===== config.mk =====
export PLATFORM = sky130hd
export DESIGN_NAME = adc_responder
export DESIGN_NICKNAME = d
export VERILOG_FILES = /design/src/rtl/adc_responder.sv
export SDC_FILE = /design/constraint.sdc
export NUM_CORES = 1
export LEC_CHECK = 0
export BUFFER_PORTS_ARGS = -buffer_cell sky130_fd_sc_hd__buf_2
export CELL_PAD_IN_SITES_DETAIL_PLACEMENT = 1
export CELL_PAD_IN_SITES_GLOBAL_PLACEMENT = 1
export CORE_MARGIN = 8
export CORE_UTILIZATION = 36
export CTS_CLUSTER_DIAMETER = 120
export DETAILED_ROUTE_END_ITERATION = 8
export GPL_TIMING_DRIVEN = 1
export PLACE_DENSITY = 0.78
export SETUP_SLACK_MARGIN = 0.4
export SYNTH_ARGS = -nofsm -noshare
export SYNTH_HDL_FRONTEND = slang
export SYNTH_SLANG_ARGS = --single-unit

===== constraint.sdc =====
create_clock -name clk -period 2.05 [get_ports clk]
set_clock_uncertainty 0.15 [all_clocks]
set_input_delay 0.41 -clock clk [delete_from_list [all_inputs] [get_ports clk]]
set_output_delay 0.41 -clock clk [all_outputs]
set_load 0.02 [all_outputs]

===== src/rtl/adc_responder.sv =====
// adc_responder: device end of the serial ADC link.
// A frame is 16 bits on sdat, MSB first: four zeros and then a 12-bit sample.
// One bit is sent per clk edge.
// saddr is sampled at frame bits 2..4 to pick the channel that is loaded at
// bit 15 and sent in the following frame.
// Optional build macro ADC_RESP_RAMP_EN replaces chan_data with per-channel
// internal ramps. Channel k steps by k+1 on each load.
module adc_responder #(
  parameter int CHANNELS    = 4,
  parameter int FRAME_CNT_W = 16
) (
  input  logic                     clk,
  input  logic                     rst,
  input  logic                     cs_n,
  input  logic                     saddr,
  input  logic [CHANNELS*12-1:0]   chan_data,
  output logic                     sdat,
  output logic [2:0]               cur_ch,
  output logic                     frame_done,
  output logic [FRAME_CNT_W-1:0]   frame_cnt,
  output logic                     addr_err
);

  localparam logic [3:0] CH_LIMIT = 4'(CHANNELS);

  logic [3:0]             bit_cnt_reg;
  logic [11:0]            hold_reg;
  logic [2:0]             addr_reg;
  logic [2:0]             cur_ch_reg;
  logic                   sdat_reg;
  logic                   frame_done_reg;
  logic                   addr_err_reg;
  logic [FRAME_CNT_W-1:0] frame_cnt_reg;

  logic                   frame_end;
  logic                   addr_in_range;
  logic                   sdat_next;
  logic [11:0]            load_value;
  logic [11:0]            sample_arr [8];

  assign frame_end     = !cs_n && (bit_cnt_reg == 4'd15);
  assign addr_in_range = ({1'b0, addr_reg} < CH_LIMIT);

`ifdef ADC_RESP_RAMP_EN
  // chan_data has no role when the internal ramps are the sample source.
  logic unused_chan_data;
  assign unused_chan_data = ^chan_data;
`endif

  // Sample sources for the eight possible addresses.
  // Slots at or above CHANNELS read as zero, so the mux never indexes past
  // the real channels.
  generate
    for (genvar gi = 0; gi < 8; gi++) begin : g_src
      if (gi < CHANNELS) begin : g_real
`ifdef ADC_RESP_RAMP_EN
        logic [11:0] ramp_reg;
        // The ramp advances by gi+1 each time this channel is loaded into hold.
        always_ff @(posedge clk) begin
          if (rst)
            ramp_reg <= 12'h000;
          else if (frame_end && (addr_reg == 3'(gi)))
            ramp_reg <= ramp_reg + 12'(gi + 1);
        end
        assign sample_arr[gi] = ramp_reg;
`else
        assign sample_arr[gi] = chan_data[gi*12 +: 12];
`endif
      end else begin : g_empty
        assign sample_arr[gi] = 12'h000;
      end
    end
  endgenerate

  assign load_value = addr_in_range ? sample_arr[addr_reg] : 12'h000;

  // Frame bit for the current edge.
  // The four leading zeros are followed by hold, MSB first.
  always_comb begin
    sdat_next = 1'b0;
    if (bit_cnt_reg >= 4'd4)
      sdat_next = hold_reg[4'd15 - bit_cnt_reg];
  end

  // Frame sequencing, address capture, and the conversion at the last bit.
  always_ff @(posedge clk) begin
    if (rst) begin
      bit_cnt_reg    <= 4'd0;
      sdat_reg       <= 1'b0;
      hold_reg       <= 12'h000;
      addr_reg       <= 3'd0;
      cur_ch_reg     <= 3'd0;
      frame_done_reg <= 1'b0;
      frame_cnt_reg  <= '0;
      addr_err_reg   <= 1'b0;
    end else if (cs_n) begin
      // An abort keeps the previous conversion so that it can be sent again.
      bit_cnt_reg    <= 4'd0;
      sdat_reg       <= 1'b0;
      addr_reg       <= 3'd0;
      frame_done_reg <= 1'b0;
    end else begin
      bit_cnt_reg    <= bit_cnt_reg + 4'd1;
      sdat_reg       <= sdat_next;
      frame_done_reg <= frame_end;
      if (bit_cnt_reg >= 4'd2 && bit_cnt_reg <= 4'd4)
        addr_reg <= {addr_reg[1:0], saddr};
      if (frame_end) begin
        hold_reg      <= load_value;
        cur_ch_reg    <= addr_reg;
        frame_cnt_reg <= frame_cnt_reg + 1'b1;
        if (!addr_in_range)
          addr_err_reg <= 1'b1;
      end
    end
  end

  assign sdat       = sdat_reg;
  assign cur_ch     = cur_ch_reg;
  assign frame_done = frame_done_reg;
  assign frame_cnt  = frame_cnt_reg;
  assign addr_err   = addr_err_reg;

endmodule


Word-level counts from Yosys, hierarchy flattened --
Cells that the tools add are included.
Storage, ports and cells: logic and storage cells 35, bits of input ports 52, register bits 41, output and inout port bits 22
Cells by class: reduce and logical (&&, ||, !) cells 7, multiplexer cells 6, bitwise gates (word level) 4, eq/ne operators 1, order comparisons 6, add/sub/neg operators 3
Operator list (count):
- binary-select mux 12 bit (select 3 bit) | 1
- two-way mux 12 bit | 3
- adder 16 x 1 -> 16 bit (second input constant) | 1
- < comparator 4 x 5 -> 1 bit (second input constant) | 1
- adder 4 x 1 -> 4 bit (second input constant) | 1
- binary-select mux 1 bit (select 4 bit) | 1
- == test 4 bit (second input constant) | 1
- >= comparator 4 x 2 -> 1 bit (second input constant) | 1
- >= comparator 4 x 3 -> 1 bit (second input constant) | 1
- >= comparator 4 bit (second input constant) | 1
- less-or-equal comparator 4 x 3 -> 1 bit (second input constant) | 1
- NOT 3 -> 4 bit | 1
- subtractor 4 bit (first input constant) | 1
- < comparator 3 bit (second input constant) | 1
- NOT 1 bit | 3
- AND reduction 3 bit | 1
- OR reduction 3 bit | 1
- logical AND 1 bit | 2
- AND reduction 2 bit | 1
- OR reduction 2 bit | 1
- zero test 1 bit | 1
- two-way mux 1 bit | 1

Longest topological paths before layout --
word-level depth 5, mapped depth 7, mapped depth without buffers 6

Least setup slack after synthesis --
OpenSTA, ideal clock, no wires.
path type register -> register, from register bit_cnt_reg[0], to register frame_cnt_reg[14] (netlist: frame_cnt[14]), buffers on the path 1, required time 1.830 ns, setup slack 0.212 ns, arrival 1.617 ns, cell stages (with the launch flop) 7, period minus slack after synthesis 1.838 ns, library setup time 0.070 ns, cell sequence dfxtp_1 > ha_1 > and4b_1 > buf_4 > nand2_4 > or4_1 > a21oi_1
Between the ends: longest elaborated chain between the ends 3
RTL lines:
- start, declared | line 26 | logic [3:0] bit_cnt_reg;
- start signal, assigned | line 103 | bit_cnt_reg <= bit_cnt_reg + 4'd1;
- == test 4 bit | line 41 | assign frame_end = !cs_n && (bit_cnt_reg == 4'd15);
- logical AND 1 bit | line 41
- AND reduction 2 bit (no line)
- end signal, assigned | line 111 | frame_cnt_reg <= frame_cnt_reg + 1'b1;
- end, declared | line 33 | logic [FRAME_CNT_W-1:0] frame_cnt_reg;
Every way passes these cells. A chain may end at the register's enable or synchronous reset.

Final worst setup path --
from register bit_cnt_reg[1], to register frame_cnt_reg[8] (netlist: frame_cnt[8])
The elaborated chain is that of the path after synthesis.

==> reports/metrics.yaml <==
critical_path:
  start_kind: "flip-flop"
  cp-end-kind: "flip-flop"
  critical_path.max_fanout: 6
  cp_data_arrival_time_ns: 1.85
  timing.critical_path.required_ns: 2.12
  crit_type: "reg -> reg"
floorplan:
  design.die.area_um2: 8187
  core_area_um2: 5439
  die_x_um: 90.48
  floorplan.initialDensity_pct: 36.71
  vertical_die_dimension_um: 90.48
  top_level_ports: 74
  core.rowCount: 27
placed_design:
  post-dp-hpwl_um: 4331
  port_buffers: 73
  pre_cts_slack_ns: 0.07579
  gp_routability_congestion: 0.8665
sta:
  setup_total_negative_slack_ns: 0
  worst_setup_slack_final_ns: 0.2695
  hold_viol_final: 0
  relSlewSlack_pct: 72.76
  slew_viol_final: 0
  rsz0062_at_grt: "true"
  clock.fmax_ghz: 0.5616
  share_of_the_clock_period_used_by_the_worst_path_pct: 86.85
  setup-violations-final: 0
  worst_slew_pin_slew_ns: 0.4085
  fin_crit_ns: 1.781
pwr:
  irDropWorstVdd_uv: 328.8
  fin_total_pwr_mw: 1.647
  cellPowerDensity_nw_per_um2: 572.3
  power_leakage_nw: 1.167
route:
  detail_route.wirelength_um: 6404
  drt-pass1-iter-count: 4
  vias: 1921
  wl_per_cell_um: 17.45
  antenna_violating_nets_post_route: 0
  drc_errors: 0
  vias_per_cell: 5.234
  drc_marker_count_from_the_first_detailed_route_iteration: 67
clock_tree:
  cts_buf_count: 5
  worst_setup_hold_path_clk_slew_ns: 0.08
  clock_sink_count: 41
  cts_buffer_depth: 2
  postCtsHoldBufs: 0
  clkLatencyLatePin_ns: 0.30
  clock_tree_from_tritoncts: "yes"
  total_number_of_h_tree_levels: 2
  ctsRootBufferMaster: "clkbuf_8"
worst_hold_path:
  hold_class: "in -> reg"
synthesis:
  yosys_top_cell_area_share_pct: 41.10
  postSynthNetCount: 258
  synth_seq_area_share_pct: 41.10
  post_synth_main_area_contributors: "dfxtp_1 (41%), mux4_2 (16%), nor2_1 (5.1%), a22oi_1 (4.5%), a21oi_1 (4.0%)"
  ys.warnings.count: 0
  average_cell_area_after_synthesis_um2: 9.837
  synth.cell_area_um2: 1997
  synth_area_leader_cell: "dfxtp_1"
  yosys_register_bits: 41
  syn-instance-count: 203
  yosys.cell_types.count: 34
layout:
  area.growth.synth_to_final_pct: 44.11
  largest_reg_flops: 16
  number_of_diodes_added_for_antenna_fixing: 0
  nets: 349
  multi_input_comb_area_um2: 1185
  storage_element_area_um2: 847.1
  final_core_utilization_pct: 52.91
  num-fill-cells: 641
  final_layout_size_suffix_gt1_share_pct: 52.54
grt:
  pin_count_of_the_biggest_net_entering_global_routing: 22
  initial_antenna_violation_count: 0
  grt_pass1_wl_um: 9570
  first_global_vias: 2093
  grtUsageTotal_pct: 14.26
  grt_ovf: 0
status:
  status: "finished clean"
run:
  max_cap_violations: 0
==> placed cells by master (no fill, tap or decap), drive strengths merged <==
cell type / n
bufinv: 1
a22oi: 12
mux4: 14
clkbuf: 6
clkinv: 1
nand4: 3
dfxtp: 41
o21ai: 8
and4b: 1
ha: 3
nor2: 27
a21oi: 16
nand2: 16
nand3: 10
or3: 5
or4: 4
and4: 1
o31ai: 3
and3: 2
buf: 99
o2111ai: 1
nand3b: 1
mux2i: 2
inv: 4
xor2: 6
and2: 1
xnor2: 3
nor2b: 1
mux2: 1
or2: 1
nand4b: 1
==> per-layer routing <==
metal | track usage [%] | up-vias | share of wire, %
met3 | 6.983 | 14 | 9.0
met4 | 5.132 | 0 | 2.2
met5 | 0 | - | 0
li1 | - | 916 | -
met1 | 14.56 | 918 | 38
met2 | 24.60 | 73 | 51
==> where the power goes <==
group	switching (mW)	internal, mW
sequential	0.00255	0.792
combinational	0.0447	0.0677
clock	0.305	0.435
total	0.352	1.29
==> stage by stage <==
| stage | cell area, um^2 | hold slack [ns] | instances |
|---|---|---|---|
| final | 2878 | 0.2171 | 367 |
| after global routing | 2878 | 0.2143 | 367 |
| after global placement | 2492 | 0.2972 | 343 |
| after floorplan | 2043 | 0.3023 | 203 |
| after detailed placement | 2492 | 0.3035 | 343 |
| after CTS | 2695 | 0.2097 | 360 |
==> cells in the mapped netlist, drive strengths merged <==
cell type  count
xnor2          3
nor2b          1
and3           2
and4b          1
ha             3
nand2         16
nand4          3
dfxtp         41
or4            4
o2111ai        1
or2            1
a21oi         16
o31ai          3
and4           1
buf            7
mux2           1
nand4b         1
a22oi         12
and2           1
nand3b         1
or3            5
inv            4
o21ai          8
clkbuf         8
nor2          27
mux2i          2
mux4          14
nand3         10
xor2           6
==> final cells by class <==
class | instances | area share, %
sequential | 41 | 29.43
tap | 72 | 3.130
inverter | 4 | 0.5217
clock inverter | 2 | 1.217
timing repair buffer | 99 | 21.26
clock buffer | 6 | 3.261
multi-input combinational | 143 | 41.17
==> cell families (layout without fill, tap and decap cells) <==
kind of cell,after synthesis,in the layout,share of synthesized area (%)
xor gates and xnor gates,9,9,3.948
buffers and inverters,19,111,4.260
adders and majority gates,3,3,1.880
DFF,41,41,41.10
muxes,17,17,17.36
and+or+nand+nor,74,74,19.36
AOI/OAI and AO/OA,40,40,12.09
==> critical path: stages, from the launching register on <==
cell and delay [ns]:
dfxtp_2 0.37, ha_4 0.14, and4b_2 0.26, buf_12 0.14, nand2_8 0.06, buf_6 0.13, or3_1 0.32, a21oi_1 0.13
==> final timing paths <==
path                                     start           end  slack, ns  cells after the start
worst max-delay path            bit_cnt_reg[1]  frame_cnt[8]       0.27                      7
worst min-delay path                     saddr   addr_reg[0]       0.22                      3
worst max register to register  bit_cnt_reg[1]  frame_cnt[8]       0.27                      7
worst min register to register       cur_ch[0]     cur_ch[0]       0.31                      2
==> repair_timing <==
item | 4_1_cts | 5_1_grt
resized for setup | 3 | 30
buffers inserted | 9 | 7
gates cloned | 0 | 0
pin swaps | 10 | 13
setup endpoints to repair | 25 | 27
No activity file was read; power rests on OpenSTA's default activity.
